==> src/rtl/if_fetch_pkg.sv <==
// rtl/if_fetch_pkg.sv - shared constants, state encodings and entry type for the fetch unit
`ifndef IF_FETCH_DEFINES
`define IF_FETCH_DEFINES
`define INST_NOP            32'h0000_0013
`define IF_FETCH_XLEN       32
`define IF_FETCH_RESET_ADDR 32'h0000_0000
`endif

package if_fetch_pkg;

    localparam int BUS_W = `IF_FETCH_XLEN;

    localparam logic [BUS_W-1:0] INST_NOP = `INST_NOP;

    localparam logic [1:0] ST_IDLE = 2'd0;
    localparam logic [1:0] ST_REQ  = 2'd1;
    localparam logic [1:0] ST_WAIT = 2'd2;

    typedef enum logic [1:0] {
        S_IDLE = ST_IDLE,
        S_REQ  = ST_REQ,
        S_WAIT = ST_WAIT
    } state_t;

    // One queue slot: fetched word plus the address it came from
    typedef struct packed {
        logic [BUS_W-1:0] inst;
        logic [BUS_W-1:0] addr;
    } fetch_entry_t;

    // Redirect targets are forced onto a word boundary
    function automatic logic [BUS_W-1:0] word_align(input logic [BUS_W-1:0] a);
        return a & ~32'h3;
    endfunction

endpackage

==> src/rtl/if_fetch_if.sv <==
// rtl/if_fetch_if.sv - instruction bus req/gnt/rvalid interface
interface if_fetch_if;
    import if_fetch_pkg::*;

    logic             req;
    logic [BUS_W-1:0] addr;
    logic             gnt;
    logic             rvalid;
    logic [BUS_W-1:0] rdata;

    modport master (
        output req,
        output addr,
        input  gnt,
        input  rvalid,
        input  rdata
    );

    modport slave (
        input  req,
        input  addr,
        output gnt,
        output rvalid,
        output rdata
    );
endinterface

==> src/rtl/if_fetch_buf.sv <==
// rtl/if_fetch_buf.sv - two-entry fetch queue with flush
module if_fetch_buf
    import if_fetch_pkg::*;
(
    input  logic         clk,
    input  logic         rst,
    input  logic         push,
    input  logic         pop,
    input  logic         flush,
    input  fetch_entry_t push_data,
    output fetch_entry_t head,
    output logic [1:0]   count
);

    fetch_entry_t entry0;
    fetch_entry_t entry1;
    logic [1:0]   cnt;

    // entry0 is always the head; a pop shifts entry1 down, flush wins over push/pop
    always_ff @(posedge clk) begin
        if (!rst) begin
            cnt    <= 2'd0;
            entry0 <= '0;
            entry1 <= '0;
        end else if (flush) begin
            cnt <= 2'd0;
        end else begin
            case ({push, pop})
                2'b10: begin
                    if (cnt == 2'd0) begin
                        entry0 <= push_data;
                        cnt    <= 2'd1;
                    end else if (cnt == 2'd1) begin
                        entry1 <= push_data;
                        cnt    <= 2'd2;
                    end
                end
                2'b01: begin
                    if (cnt != 2'd0) begin
                        entry0 <= entry1;
                        cnt    <= cnt - 2'd1;
                    end
                end
                2'b11: begin
                    if (cnt == 2'd0) begin
                        entry0 <= push_data;
                        cnt    <= 2'd1;
                    end else if (cnt == 2'd1) begin
                        entry0 <= push_data;
                    end else begin
                        entry0 <= entry1;
                        entry1 <= push_data;
                    end
                end
                default: ;
            endcase
        end
    end

    assign head  = entry0;
    assign count = cnt;

endmodule

==> src/rtl/if_fetch.sv <==
// rtl/if_fetch.sv - instruction fetch unit feeding the IF/ID register
module if_fetch
    import if_fetch_pkg::*;
#(
    parameter logic [31:0] RESET_ADDR = `IF_FETCH_RESET_ADDR,
    parameter int          XLEN       = 32
) (
    input  logic            clk,
    input  logic            rst,
    input  logic            hold_flag_i,
    input  logic            jump_flag_i,
    input  logic [XLEN-1:0] jump_addr_i,
    if_fetch_if.master      ibus,
    output logic [XLEN-1:0] inst_o,
    output logic [XLEN-1:0] inst_addr_o,
    output logic            inst_valid_o
);

    state_t       state;
    state_t       state_nx;
    logic [31:0]  pc;
    logic [31:0]  pc_nx;
    logic [31:0]  req_addr;
    logic [31:0]  req_addr_nx;
    logic         kill;
    logic         kill_nx;
    logic         req;
    logic         push;
    logic         pop;
    logic [1:0]   count;
    fetch_entry_t head;
    fetch_entry_t push_data;

    // State, pc, outstanding address and kill flag registers
    always_ff @(posedge clk) begin
        if (!rst) begin
            state    <= S_IDLE;
            pc       <= RESET_ADDR;
            req_addr <= RESET_ADDR;
            kill     <= 1'b0;
        end else begin
            state    <= state_nx;
            pc       <= pc_nx;
            req_addr <= req_addr_nx;
            kill     <= kill_nx;
        end
    end

    // Next-state, request and push decode; a jump overrides pc and suppresses push/request
    always_comb begin
        state_nx    = state;
        pc_nx       = pc;
        req_addr_nx = req_addr;
        kill_nx     = kill;
        req         = 1'b0;
        push        = 1'b0;
        case (state)
            S_IDLE: begin
                state_nx = S_REQ;
            end
            S_REQ: begin
                // Only issue while a slot is guaranteed free for the response
                req = (count < 2'd2) && !jump_flag_i;
                if (req && ibus.gnt) begin
                    req_addr_nx = pc;
                    state_nx    = S_WAIT;
                end
            end
            S_WAIT: begin
                if (ibus.rvalid) begin
                    state_nx = S_REQ;
                    kill_nx  = 1'b0;
                    if (!kill && !jump_flag_i) begin
                        push  = 1'b1;
                        pc_nx = req_addr + 32'd4;
                    end
                end
            end
            default: begin
                state_nx = S_IDLE;
            end
        endcase
        if (jump_flag_i) begin
            pc_nx = word_align(jump_addr_i);
            // The response still in flight belongs to the old stream
            if (state == S_WAIT && !ibus.rvalid) begin
                kill_nx = 1'b1;
            end
        end
    end

    assign pop       = (count != 2'd0) && !hold_flag_i;
    assign push_data = '{inst: ibus.rdata, addr: req_addr};

    if_fetch_buf u_buf (
        .clk       (clk),
        .rst       (rst),
        .push      (push),
        .pop       (pop),
        .flush     (jump_flag_i),
        .push_data (push_data),
        .head      (head),
        .count     (count)
    );

    assign ibus.req     = req;
    assign ibus.addr    = pc;
    assign inst_valid_o = (count != 2'd0);
    assign inst_o       = inst_valid_o ? head.inst : INST_NOP;
    assign inst_addr_o  = inst_valid_o ? head.addr : 32'd0;

endmodule

==> src/flat_wrapper.sv <==
// flat-port wrapper written by rule: the top's interface ports become plain ports
module if_fetch_flat import if_fetch_pkg::*;
#(
    parameter logic [31:0] RESET_ADDR = `IF_FETCH_RESET_ADDR,
    parameter int          XLEN       = 32
)
  (clk, rst, hold_flag_i, jump_flag_i, jump_addr_i, inst_o, inst_addr_o, inst_valid_o, ibus_req, ibus_addr, ibus_gnt, ibus_rvalid, ibus_rdata);
  if_fetch_if ibus_i ();
  input  logic clk;
  input  logic rst;
  input  logic hold_flag_i;
  input  logic jump_flag_i;
  input  logic [XLEN-1:0] jump_addr_i;
  output logic [XLEN-1:0] inst_o;
  output logic [XLEN-1:0] inst_addr_o;
  output logic inst_valid_o;
  output wire logic [$bits(ibus_i.req)-1:0] ibus_req;
  output wire logic [$bits(ibus_i.addr)-1:0] ibus_addr;
  input wire logic [$bits(ibus_i.gnt)-1:0] ibus_gnt;
  input wire logic [$bits(ibus_i.rvalid)-1:0] ibus_rvalid;
  input wire logic [$bits(ibus_i.rdata)-1:0] ibus_rdata;
  assign ibus_req = ibus_i.req;
  assign ibus_addr = ibus_i.addr;
  assign ibus_i.gnt = ibus_gnt;
  assign ibus_i.rvalid = ibus_rvalid;
  assign ibus_i.rdata = ibus_rdata;
  if_fetch #(.RESET_ADDR(RESET_ADDR), .XLEN(XLEN)) u_core (.clk(clk), .rst(rst), .hold_flag_i(hold_flag_i), .jump_flag_i(jump_flag_i), .jump_addr_i(jump_addr_i), .ibus(ibus_i), .inst_o(inst_o), .inst_addr_o(inst_addr_o), .inst_valid_o(inst_valid_o));
endmodule
==> config.mk <==
export PLATFORM = sky130hd
export DESIGN_NAME = if_fetch_flat
export DESIGN_NICKNAME = d
export VERILOG_FILES = /design/src/rtl/if_fetch_pkg.sv /design/src/rtl/if_fetch_if.sv /design/src/rtl/if_fetch_buf.sv /design/src/rtl/if_fetch.sv /design/src/flat_wrapper.sv
export SDC_FILE = /design/constraint.sdc
export NUM_CORES = 1
export LEC_CHECK = 0
export BUFFER_PORTS_ARGS = -buffer_cell sky130_fd_sc_hd__buf_4
export CAP_MARGIN = 20
export CORE_MARGIN = 2
export CORE_UTILIZATION = 35
export CTS_CLUSTER_DIAMETER = 120
export DETAILED_ROUTE_END_ITERATION = 12
export GPL_ROUTABILITY_DRIVEN = 0
export HOLD_SLACK_MARGIN = 0.02
export SLEW_MARGIN = 30
export SYNTH_ARGS = -nofsm -noshare
export SYNTH_HDL_FRONTEND = slang
export SYNTH_SLANG_ARGS = --single-unit
==> constraint.sdc <==
create_clock -name clk -period 2.6 [get_ports clk]
set_clock_uncertainty 0.15 [all_clocks]
set_input_delay 0 -clock clk [delete_from_list [all_inputs] [get_ports clk]]
set_output_delay 0 -clock clk [all_outputs]
set_load 0.01 [all_outputs]
# Yosys cells after proc, flatten, opt, wreduce, memory -nomap -nowiden
# Cells that the tools add are included.
[totals]
regBits = 197
inputBits = 70
out_inout_bits = 98
[op_classes]
addsub = 2
n_lt_le_gt_ge = 1
eq_ne = 15
mux = 31
bitwise = 2
reduce_logical = 25
[ops]
columns = ["operator", "n"]
rows = [
  ["64-bit 2-to-1 mux", 7],
  ["32-bit 2-to-1 mux", 6],
  ["64-bit one-hot mux with 3 select lines", 1],
  ["64-bit one-hot mux with 2 select lines", 1],
  ["32-bit by 3-bit adder with 32-bit output, second input constant", 1],
  ["2-bit 2-to-1 mux", 6],
  ["2-bit != test, second input constant", 6],
  ["2-bit one-hot mux with 3 select lines", 2],
  ["2-bit nonzero test", 5],
  ["1-bit 2-to-1 mux", 8],
  ["4-bit AND reduction", 2],
  ["2-bit by 1-bit == test with 1-bit output, second input constant", 3],
  ["2-bit == test, second input constant", 3],
  ["3-bit AND reduction", 2],
  ["1-bit logical AND", 5],
  ["5-bit AND reduction", 1],
  ["1-bit logical NOT", 4],
  ["2-bit logical NOT", 2],
  ["2-bit by 1-bit != test with 1-bit output, second input constant", 2],
  ["2-bit AND reduction", 2],
  ["3-bit != test, second input constant", 1],
  ["3-bit nonzero test", 1],
  ["2-bit less-than comparator, second input constant", 1],
  ["1-bit inverter", 2],
  ["other kinds (2)", 2],
]

# Longest topological paths before layout
# Gate-level depths: netlist of run 1.
[logic_depth]
ltp_word = 8
depth_mapped = 9
mapped_depth_nobuf = 7

# Cells and area by module
# Synthesis of run 1 repeated with hierarchy kept, for this count alone.
[hier_totals]
cells_unflattened = 1321
area_unflattened_um2 = 9983.3
[modules_own_cells]
columns = ["mod", "n_inst", "cells_per_inst", "area_per_inst_um2", "seq_area_each_um2"]
rows = [
  ["if_fetch_buf", 1, 812, 6204.7, 2602.5],
  ["if_fetch", 1, 509, 3778.6, 1341.3],
]

# Worst setup path after synthesis of run 1
# No wires, ideal clock.
[synth_path]
path_type = "reg-to-reg"
start = "register u_core.state[0]"
end = "register u_core.u_buf.entry1[49] in the netlist's numbering"
setup_ns = 0.132
arrival_ns = 1.605
required_time_ns = 2.318
slack_ns = 0.712
path_stages_with_launch = 9
n_path_buf = 3
synth_period_minus_slack_ns = 1.888
path_cell_list = "dfxtp_1 and4bb_1 nand2b_1 buf_6 or3_1 buf_4 buf_6 nand2_1 a21oi_1"
[synth_via]
elab_chain_len = 5
word_cells_on_any_way = 10
cone_classes = "eq/ne: 6; mux: 2; reduce/logical: 2"
[synth_rtl]
columns = ["element", "line", "rtl"]
rows = [
  ["start, declared", "if_fetch.sv:19", "state_t state;"],
  ["start signal, assigned", "if_fetch.sv:42", "state <= state_nx;"],
  ["2-bit == test (*)", "if_fetch.sv:57", "case (state)"],
  ["1-bit 2-to-1 mux (*)", "if_fetch.sv:57", ""],
  ["2-bit == test", "if_fetch_buf.sv:28", "case ({push, pop})"],
  ["2-bit != test (no source line) or 2-bit nonzero test (tied branches)", "--", ""],
  ["5-bit AND reduction (no source line)", "--", ""],
  ["end signal, assigned", "if_fetch_buf.sv:34", "entry1 <= push_data;"],
  ["end signal, assigned", "if_fetch_buf.sv:52", "entry1 <= push_data;"],
  ["end, declared", "if_fetch_buf.sv:16", "fetch_entry_t entry1;"],
]
# Every way passes the cells marked *; elsewhere a longest branch is shown, timed or not.
# A chain may end at the register's enable or synchronous reset.

# Final worst setup path of run 1
[layout_path]
start = "input port jump_flag_i"
end = "register u_core.pc[6], in the netlist u_core.ibus.addr[6]"
[layout_via]
elab_chain_len = 4
word_cells_on_any_way = 7
cone_classes = "mux: 1; reduce/logical: 6"
[layout_rtl]
columns = ["element", "line", "rtl"]
rows = [
  ["start, declared", "flat_wrapper.sv:12", "input logic jump_flag_i;"],
  ["1-bit logical NOT", "if_fetch.sv:73", "if (!kill && !jump_flag_i) begin"],
  ["1-bit logical AND", "if_fetch.sv:73", ""],
  ["2-bit nonzero test (no source line)", "--", ""],
  ["3-bit AND reduction (no source line)", "--", ""],
  ["end signal, assigned", "if_fetch.sv:43", "pc <= pc_nx;"],
  ["end, declared", "if_fetch.sv:21", "logic [31:0] pc;"],
]
# Parallel ways exist; a longest one is shown, timed or not.

==> summary.md, run 1 <==
| Metric | Value |
|---|---|
| Status | finished clean |
| Crit share post-route | 0.9008 |
| Final hold violation count | 0 |
| Commonest non-fill, non-tap cell in the layout | nand2_1 |
| Worst EP required | 2.83 ns |
| Starting density of the core | 0.3575 |
| Post-synth ARST share | 0 |
| Largest family of logic cells by synthesized area | simple AND/OR/NAND/NOR gates |
| CTS resizes | 0 |
| Synth Register Bits | 197 |
| Synth Area in Simple Gates | 0.2484 |
| Routed vias | 8253 |
| Unrepaired setup endpoints after global routing | no |
| Antenna viol nets, final | 0 |
| Dominant synthesized flop cell | dfxtp_1 |
| Setup crit end kind | register |
| Slew HR | 0.5222 |
| Clock slew at reported path FFs | 0.07 ns |
| WP data arrival | 2.57 ns |
| Hold buffer count at CTS | 71 |
| Clock buffer count from CTS | 17 |
| Max-slew violations | 0 |
| I/O Buffers | 165 |
| CP Class | in2reg |
| Die width | 161.6 um |
| Final min period | 2.342 ns |
| Part of the Yosys area used for sequential elements | 0.4537 |
| M1 GR Usage | 0.2714 |
| CTS tree | done |
| Synth Area in XOR/XNOR | 0.02619 |
| Worst vdd ir | 375.5 uV |
| Drt total wl | 25560 um |
| CP max FO | 61 |
| Leak Pwr | 4.239 nW |
| Synth unique cells | 50 |
| Root Buffer | clkbuf_16 |
| DRT iter0 DRCs | 491 |
| Num Clock Sinks | 197 |
| Synthesis Warnings | 0 |
| Startpoint types | primary input |
| Cell taking the most area after synthesis | dfxtp_1 |
| WL/cell | 15.42 um |
| Drt first pass iters | 5 |
| Synth Area in Compound Gates | 0.2085 |
| Busiest grt layer | met2 |
| Post-DP HPWL | 16430 um |
| Drt drc | 0 |
| Core Footprint | 0.02432 mm2 |
| Total die area | 0.02611 mm2 |
| Pwr/cell area | 539.9 mW/mm2 |
| Mapped Cells | 1122 |
| Post-synth top area share | 0.4537 |
| Final WS setup | 0.2579 ns |
| N_diodes | 0 |
| Adder-Cell Fraction of Synth Area | 0.004318 |
| Final setup fails | 0 |
| Fmax | 427.0 MHz |
| Post-CTS setup buffers | 0 |
| Initial antenna violation count | 0 |
| Clk buf depth | 2 |
| Global-route usage over all layers | 0.1962 |
| Max-Cap Viols | 0 |
| Io pins | 168 |
| Setup TNS | 0 ns |
| First-pass GRT wire length | 41210 um |
| Area added between synthesis and finish | 32.20% |
| Place WS | 0.4229 ns |
| Largest net degree at the start of global routing | 77 |
| Commonest non-fill, non-tap cells in the layout | nand2_1, buf_4, dfxtp_1 |
| Synthesized cell area | 0.008693 mm2 |
| Layout cell share with drive strength beyond 1 | 0.1904 |
| Path type of the worst min-delay path | in2reg |
| Vias/cell | 4.978 |
| Die height | 161.6 um |
| Worst slew pin tran | 0.7150 ns |
| Post-synthesis mux area share | 0 |
| Synth area leaders | dfxtp_1, nand2_1, a21oi_1 |
| Routing usage on met3 | 0.03724 |
| Clock Latency Late Sink | 0.43 ns |
| Syn Area/Cell | 7.748 um2 |
| Grt ovf | 0 |
| Post-synth net total | 1195 |
| Vias in the first global route | 7854 |
| Met2 usage | 0.3223 |
| H-tree depth | 4 |
| Nets | 1394 |
| Row cnt | 57 |
| Post-synth EDFFs | 0 |
-- Yosys cell counts, drive strengths merged, types with 2 or more instances --
master	number
nand3	14
nor2	36
a31oi	34
inv	8
nor3b	7
ha	3
buf	33
xnor2	8
and3	5
a22oi	13
or2	4
a221oi	2
or3	3
and4	3
nor2b	64
nand4	10
o22ai	38
nand2	300
nor4	5
xor2	18
dfxtp	197
o21ai	70
clkbuf	61
nand2b	3
a211oi	3
nor3	6
a21oi	162
-- layout make-up --
| cell class | instances | area (um2) |
|---|---|---|
| well taps | 324 | 405.4 |
| repair buffers | 274 | 2272 |
| fillers | 2390 | 12830 |
| clock inverters | 14 | 142.6 |
| multi-input cells | 823 | 4257 |
| inverters | 8 | 32.53 |
| clock buffers | 18 | 439.2 |
| flip-flops and latches | 197 | 3944 |
-- metrics by stage --
| stage | hold slack, ns | cell area (um2) | total power, mW | util | std cells |
|---|---|---|---|---|---|
| floorplan | -0.01404 | 8693 | 3.346 | - | 1122 |
| global placement | 0.07999 | 10200 | 3.548 | 0.4194 | 1555 |
| detailed placement | 0.08669 | 10200 | 3.551 | 0.4194 | 1555 |
| CTS | 0.1663 | 11490 | 6.265 | 0.4726 | 1658 |
| global route | 0.1965 | 11490 | 6.450 | 0.4726 | 1658 |
| finish | 0.1896 | 11490 | 6.205 | 0.4726 | 1658 |
-- layer usage --
metal  up-vias  wire length, um
met4         0              136
met3        11             1318
li1       4225                -
met5         -                0
met1      3802            12410
met2       215            11700
-- logic make-up after synthesis --
group,after synthesis
adder cells (fa/ha/maj),3
flip-flops,197
AO/OA/AOI/OAI,329
XOR/XNOR,26
buffers and inverters,102
AND/OR/NAND/NOR,465
-- worst paths after layout --
kind | start | end | slack (ns) | cells after the start
max | jump_flag_i | u_core.ibus.addr[6] | 0.26 | 7
min | jump_addr_i[4] | u_core.ibus.addr[4] | 0.19 | 4
max reg2reg | u_core.req_addr[2] | u_core.ibus.addr[6] | 0.38 | 8
min reg2reg | u_core.u_buf.head[9] | u_core.u_buf.head[9] | 0.30 | 2
-- report_power, final --
group,internal [mW],switching [mW],leakage [nW]
logic,0.240,0.221,2.36
registers,3.06,0.0445,1.59
clock network,1.38,1.26,0.287
total,4.68,1.52,4.24
-- sequential cells by signal (all words and copies together), names as in the netlist, named ones only --
signal	cells
u_core.u_buf.entry1	64
u_core.u_buf.head	64
u_core.ibus.addr	32
u_core.req_addr	32
u_core.state	2
u_core.u_buf.count	2
-- critical path: stages --
cell	delay [ns]
dlygate4sd3_1	0.53
buf_4	0.17
buf_4	0.49
nand3_1	0.15
dlygate4sd3_1	0.59
o21ai_0	0.06
dlygate4sd3_1	0.56
Note: power is estimated with default switching activity, not from simulation.
==> run 2, diff against run 1 <==
- CORE_UTILIZATION: 35 -> 40
- SETUP_SLACK_MARGIN: default -> 0.3
==> summary.md, run 2 (synthesis gave the netlist of run 1 again) <==
| Metric | Value |
|---|---|
| Worst slew pin tran | 0.6506 ns (was 0.7150 ns) |
| I/O Buffers | 165 (unchanged) |
| Status | finished clean (unchanged) |
| Io pins | 168 (unchanged) |
| H-tree depth | 4 (unchanged) |
| Num Clock Sinks | 197 (unchanged) |
| Crit-path cells | inv_1, ha_1, xor2_1, or3_2, buf_12, nand2_1, a21oi_1 (was dlygate4sd3_1, buf_4, buf_4, nand3_1, dlygate4sd3_1, o21ai_0, dlygate4sd3_1) |
| Wire length on met2 | 11700 um (about the same) |
| Clock buffer count from CTS | 17 (unchanged) |
| CP max-delay cell | or3_2 (was dlygate4sd3_1) |
| Vias/cell | 5.216 (was 4.978) |
| Clock slew at reported path FFs | 0.07 ns (about the same) |
| Setup crit end kind | register (unchanged) |
| Path type of the worst min-delay path | in2reg (unchanged) |
| Metal-1 WL | 11940 um (was 12410 um) |
| Crit-path max cell delay | 0.58 ns (was 0.59 ns) |
| DRT iter0 DRCs | 514 (was 491) |
| Fmax | 456.0 MHz (was 427.0 MHz) |
| Layout cell share with drive strength beyond 1 | 0.1912 (was 0.1904) |
| Final hold violation count | 0 (unchanged) |
| CP Class | reg2reg (was in2reg) |
| Nets | 1394 (unchanged) |
| Largest net degree at the start of global routing | 77 (unchanged) |
| Unrepaired setup endpoints after global routing | no (unchanged) |
| Die width | 151.4 um (was 161.6 um) |
| Final setup fails | 0 (unchanged) |
| Slew HR | 0.5662 (was 0.5222) |
| Grt ovf | 0 (unchanged) |
| Worst hold margin | 0.2069 ns (was 0.1896 ns) |
| WP data arrival | 2.35 ns (was 2.57 ns) |
| Worst EP required | 2.76 ns (was 2.83 ns) |
| Core Footprint | 0.02115 mm2 (was 0.02432 mm2) |
| Max-Cap Viols | 0 (unchanged) |
| Area after DPL | 0.01018 mm2 (was 0.01020 mm2) |
| Antenna viol nets, final | 0 (unchanged) |
| Setup TNS | 0 ns (unchanged) |
| Clk buf depth | 2 (unchanged) |
| Total die area | 0.02293 mm2 (was 0.02611 mm2) |
| WL/cell | 15.80 um (was 15.42 um) |
| Post-DP HPWL | 16300 um (was 16430 um) |
| Area added between synthesis and finish | 32.01% (was 32.20%) |
| Max-slew violations | 0 (unchanged) |
| Die height | 151.4 um (was 161.6 um) |
| Final WS setup | 0.4069 ns (was 0.2579 ns) |
| Clock Latency Late Sink | 0.43 ns (about the same) |
| CP max FO | 50 (was 61) |
| Vias in the first global route | 7594 (was 7854) |
| Leak Pwr | 4.254 nW (was 4.239 nW) |
| First-pass GRT wire length | 39760 um (was 41210 um) |
| Routed vias | 8393 (was 8253) |
| Max Used Layer | met4 (unchanged) |
| Row cnt | 53 (was 57) |
| Commonest non-fill, non-tap cells in the layout | nand2_1, buf_4, dfxtp_1 (unchanged) |
| Initial antenna violation count | 0 (unchanged) |
| DR WL met3 | 1402 um (was 1318 um) |
| Place WS | 0.4458 ns (was 0.4229 ns) |
| Root Buffer | clkbuf_16 (unchanged) |
| Starting density of the core | 0.4110 (was 0.3575) |
| Pwr/cell area | 547.1 mW/mm2 (was 539.9 mW/mm2) |
| Worst vdd ir | 396.9 uV (was 375.5 uV) |
| Post-route cell area | 0.01148 mm2 (was 0.01149 mm2) |
| Drt first pass iters | 5 (unchanged) |
| Commonest non-fill, non-tap cell in the layout | nand2_1 (unchanged) |
| CTS tree | done (unchanged) |
| Drt drc | 0 (unchanged) |
| Global-route usage over all layers | 0.2215 (was 0.1962) |
| N_diodes | 0 (unchanged) |
| Drt total wl | 25420 um (was 25560 um) |
| Crit share post-route | 0.8435 (was 0.9008) |
| Startpoint types | register (was primary input) |
| Final min period | 2.193 ns (was 2.342 ns) |
run 2: cell type report:
| class | instances | area [um2] |
|---|---|---|
| Clock buffer | 19 | 442.9 |
| Clock inverter | 13 | 160.2 |
| Fill cell | 2019 | 9678 |
| Inverter | 8 | 32.53 |
| Multi-Input combinational cell | 823 | 4257 |
| Sequential cell | 197 | 3944 |
| Tap cell | 275 | 344.1 |
| Timing Repair Buffer | 274 | 2296 |
run 2: final timing paths:
check / slack [ns] / endpoint / depth (start not counted) / start
worst max register to register: 0.41 / u_core.u_buf.entry1[45] / 7 / u_core.u_buf.count[1]
worst min register to register: 0.30 / u_core.u_buf.head[31] / 2 / u_core.u_buf.head[31]
worst min-delay path: 0.21 / u_core.ibus.addr[4] / 4 / jump_addr_i[4]
worst max-delay path: 0.41 / u_core.u_buf.entry1[45] / 7 / u_core.u_buf.count[1]
run 2: layer usage:
layer | global-route usage | up-vias
met3 | 0.03976 | 25
met2 | 0.3552 | 218
met4 | 0.06449 | 0
met5 | 0 | -
met1 | 0.3050 | 3925
li1 | - | 4225
run 2: repair_timing:
item / in CTS / in global routing
buffers inserted: 0 / 0
hold buffers: 69 / 0
gates resized for setup: 0 / 1
hold endpoints to repair: 119 / 0
setup endpoints to repair: 0 / 22
run 2: through the flow:
step,util,total power [mW],instances
floorplan,-,3.346,1122
finish,0.5425,6.278,1609
global route,0.5425,6.498,1609
detailed placement,0.4812,3.548,1508
global placement,0.4812,3.546,1508
CTS,0.5423,6.326,1609
run 2: worst max-delay path, delay by kind of cell, from the launching register on:
family | cells | cell delay, ns
AOI/OAI and AO/OA | 1 | 0.07
xor gates and xnor gates | 1 | 0.19
adders and majority gates | 1 | 0.24
buffers and inverters | 2 | 0.33
DFF | 1 | 0.39
and+or+nand+nor | 2 | 0.67
run 2: power by group:
part           switching (mW)  internal [mW]  leakage [nW]  total, mW
clock                    1.24           1.48         0.293       2.72
combinational           0.219          0.238          2.37      0.458
sequential             0.0433           3.06          1.59       3.10
total                    1.50           4.78          4.25       6.28
==> run 3, diff against run 2 <==
- clock period: 2.6 -> 1.85 ns (I/O delays scaled with it)
==> summary.md, run 3 (synthesis gave the netlist of run 1 again) <==
| Metric | Value |
|---|---|
| Status | finished, violations left (was finished clean) |
| Failing checks | negative setup slack |
| Antenna viol nets, final | 0 (unchanged) |
| WP data arrival | 2.11 ns (was 2.35 ns) |
| CP max FO | 9 (was 50) |
| Max-Cap Viols | 0 (unchanged) |
| Final setup fails | 106 (was 0) |
| N_diodes | 0 (unchanged) |
| Root Buffer | clkbuf_16 (unchanged) |
| Post-route cell area | 0.01462 mm2 (was 0.01148 mm2) |
| Num Clock Sinks | 197 (unchanged) |
| CP Class | reg2reg (unchanged) |
| FF-to-FF Start | u_core.u_buf.count[0] (was u_core.u_buf.count[1]) |
| Pwr/cell area | 602.0 mW/mm2 (was 547.1 mW/mm2) |
| Hold Path Origin | jump_flag_i (was jump_addr_i[4]) |
| Critical Path Start | u_core.u_buf.count[0] (was u_core.u_buf.count[1]) |
| Max Used Layer | met4 (unchanged) |
| Fin util | 0.6910 (was 0.5425) |
| Starting density of the core | 0.4110 (unchanged) |
| Hold Path Stages | 5 (was 4) |
| Vias/cell | 5.511 (was 5.216) |
| Net Sw Power | 2.260 mW (was 1.502 mW) |
| Slew HR | 0.5020 (was 0.5662) |
| Post-DP HPWL | 17600 um (was 16300 um) |
| Commonest non-fill, non-tap cells in the layout | nand2_1, buf_4, dfxtp_1 (unchanged) |
| CTS tree | done (unchanged) |
| Hold worst-path end | u_core.u_buf.head[20] (was u_core.ibus.addr[4]) |
| Core Footprint | 0.02115 mm2 (unchanged) |
| Drt drc | 0 (unchanged) |
| Largest net degree at the start of global routing | 55 (was 77) |
| Metal-1 WL | 14640 um (was 11940 um) |
| Area added between synthesis and finish | 68.15% (was 32.01%) |
| Io pins | 168 (unchanged) |
| Final WS setup | -0.08995 ns (was 0.4069 ns) |
| Routed vias | 9633 (was 8393) |
| DRT iter0 DRCs | 716 (was 514) |
| Crit share post-route | 1.049 (was 0.8435) |
| Worst slew pin tran | 0.7469 ns (was 0.6506 ns) |
| Wire length on met2 | 16210 um (was 11700 um) |
| Logic pwr share | 0.095 (was 0.073) |
| First-pass GRT wire length | 42720 um (was 39760 um) |
| H-tree depth | 4 (unchanged) |
| Drt total wl | 34440 um (was 25420 um) |
| Fillers | 1608 (was 2019) |
| Max-slew violations | 0 (unchanged) |
| Path type of the worst min-delay path | in2reg (unchanged) |
| Vias in the first global route | 8089 (was 7594) |
| Total die area | 0.02293 mm2 (unchanged) |
| Fmax | 515.5 MHz (was 456.0 MHz) |
| Total power | 8.801 mW (was 6.278 mW) |
| RR Endpoint | u_core.u_buf.entry1[30] (was u_core.u_buf.entry1[45]) |
| Die width | 151.4 um (unchanged) |
| Clock slew at reported path FFs | 0.07 ns (about the same) |
| Sw Share | 0.2568 (was 0.2392) |
| Unrepaired setup endpoints after global routing | yes (was no) |
| Leak Pwr | 5.673 nW (was 4.254 nW) |
| Final min period | 1.940 ns (was 2.193 ns) |
| Flop pwr share | 0.495 (was 0.494) |
| I/O Buffers | 165 (unchanged) |
| Nets | 1533 (was 1394) |
| WL/cell | 19.70 um (was 15.80 um) |
| Row cnt | 53 (unchanged) |
| Layout cell share with drive strength beyond 1 | 0.4134 (was 0.1912) |
| Setup TNS | -3.231 ns (was 0 ns) |
| Clk buf depth | 2 (unchanged) |
| Reg2Reg Setup Slack | -0.09 ns (was 0.41 ns) |
| Clk pwr share | 0.409 (was 0.433) |
| Final hold violation count | 0 (unchanged) |
| Grt ovf | 0 (unchanged) |
| Global-route usage over all layers | 0.2390 (was 0.2215) |
| Clock buffer count from CTS | 17 (unchanged) |
| Startpoint types | register (unchanged) |
| Worst vdd ir | 644.7 uV (was 396.9 uV) |
| Commonest non-fill, non-tap cell in the layout | nand2_1 (unchanged) |
| Clock Latency Late Sink | 0.45 ns (was 0.43 ns) |
| DR WL met3 | 2775 um (was 1402 um) |
| Drt first pass iters | 7 (was 5) |
| Area after DPL | 0.01086 mm2 (was 0.01018 mm2) |
| Internal power | 6.540 mW (was 4.776 mW) |
| Initial antenna violation count | 0 (unchanged) |
| Worst-case reg-to-reg path depth | 7 (unchanged) |
| Setup crit end kind | register (unchanged) |
| Die height | 151.4 um (unchanged) |
| Worst EP required | 2.02 ns (was 2.76 ns) |
-- run 3: cell types whose count changed in the layout (fill, tap and decap cells not counted), sizes merged --
cell          previous run  this run
buf                    205       312
bufinv                   2         0
clkbuf                  19        44
clkinv                   4         8
clkinvlp                 1         2
dlygate4sd3             69        72
dlymetal6s4s             0         1
inv                     14        11
or2                      4         7
-- run 3: stage by stage --
stage	cells	setup slack [ns]	hold WS (ns)
after detailed placement	1559	-0.02190	0.08823
after global routing	1748	-0.1519	0.09341
after floorplan	1122	0.01523	-0.01404
final	1748	-0.08995	0.09346
after global placement	1559	0.01169	0.08314
after CTS	1677	-0.03953	0.05632
-- run 3: area by class of cell --
class,count,area (um2),share of cell area
Clock buffer,19,442.9,0.03030
Clock inverter,13,121.4,0.008303
Inverter,8,41.29,0.002825
Multi-Input combinational cell,826,5403,0.3696
Sequential cell,197,3968,0.2714
Tap cell,275,344.1,0.02354
Timing Repair Buffer,410,4298,0.2940
-- run 3: metal layers --
| layer | global-route usage | up-vias |
|---|---|---|
| met5 | 0 | - |
| met3 | 0.03946 | 74 |
| met4 | 0.06168 | 0 |
| li1 | - | 4527 |
| met1 | 0.3502 | 4594 |
| met2 | 0.3643 | 438 |
-- run 3: worst max-delay path by stage --
stage                                          to  slack [ns]  depth (start not counted)
final                     u_core.u_buf.entry1[30]       -0.09                          7
after detailed placement    u_core.u_buf.head[34]       -0.02                          9
after floorplan           u_core.u_buf.entry1[49]        0.02                          8
after global routing        u_core.u_buf.head[48]       -0.15                         10
after global placement      u_core.u_buf.head[34]        0.01                          9
after CTS                   u_core.u_buf.head[32]       -0.04                          9
-- run 3: critical path, cell delays in order (launching register included) --
cell and delay (ns):
dfxtp_4 0.38, inv_4 0.04, ha_4 0.17, buf_8 0.14, or3_4 0.53, clkbuf_16 0.23, nand2_1 0.09, a21oi_1 0.07
-- run 3: what timing repair did --
action | in CTS | in global routing
pin swaps | 14 | 91
endpoints found under the hold margin | 108 | 0
hold buffers | 73 | 0
cloned | 2 | 40
gates resized for setup | 63 | 281
buffers inserted | 11 | 31
endpoints found under the setup margin | 253 | 260
-- run 3: power by group through the flow --
stage	registers, mW	logic (mW)	clock network [mW]
2_1_floorplan	4.46	0.258	0
3_5_place_dp	4.45	0.576	0
3_3_place_gp	4.45	0.573	0
5_1_grt	4.37	0.894	3.80
4_1_cts	4.35	0.718	3.61
6_report	4.36	0.838	3.60
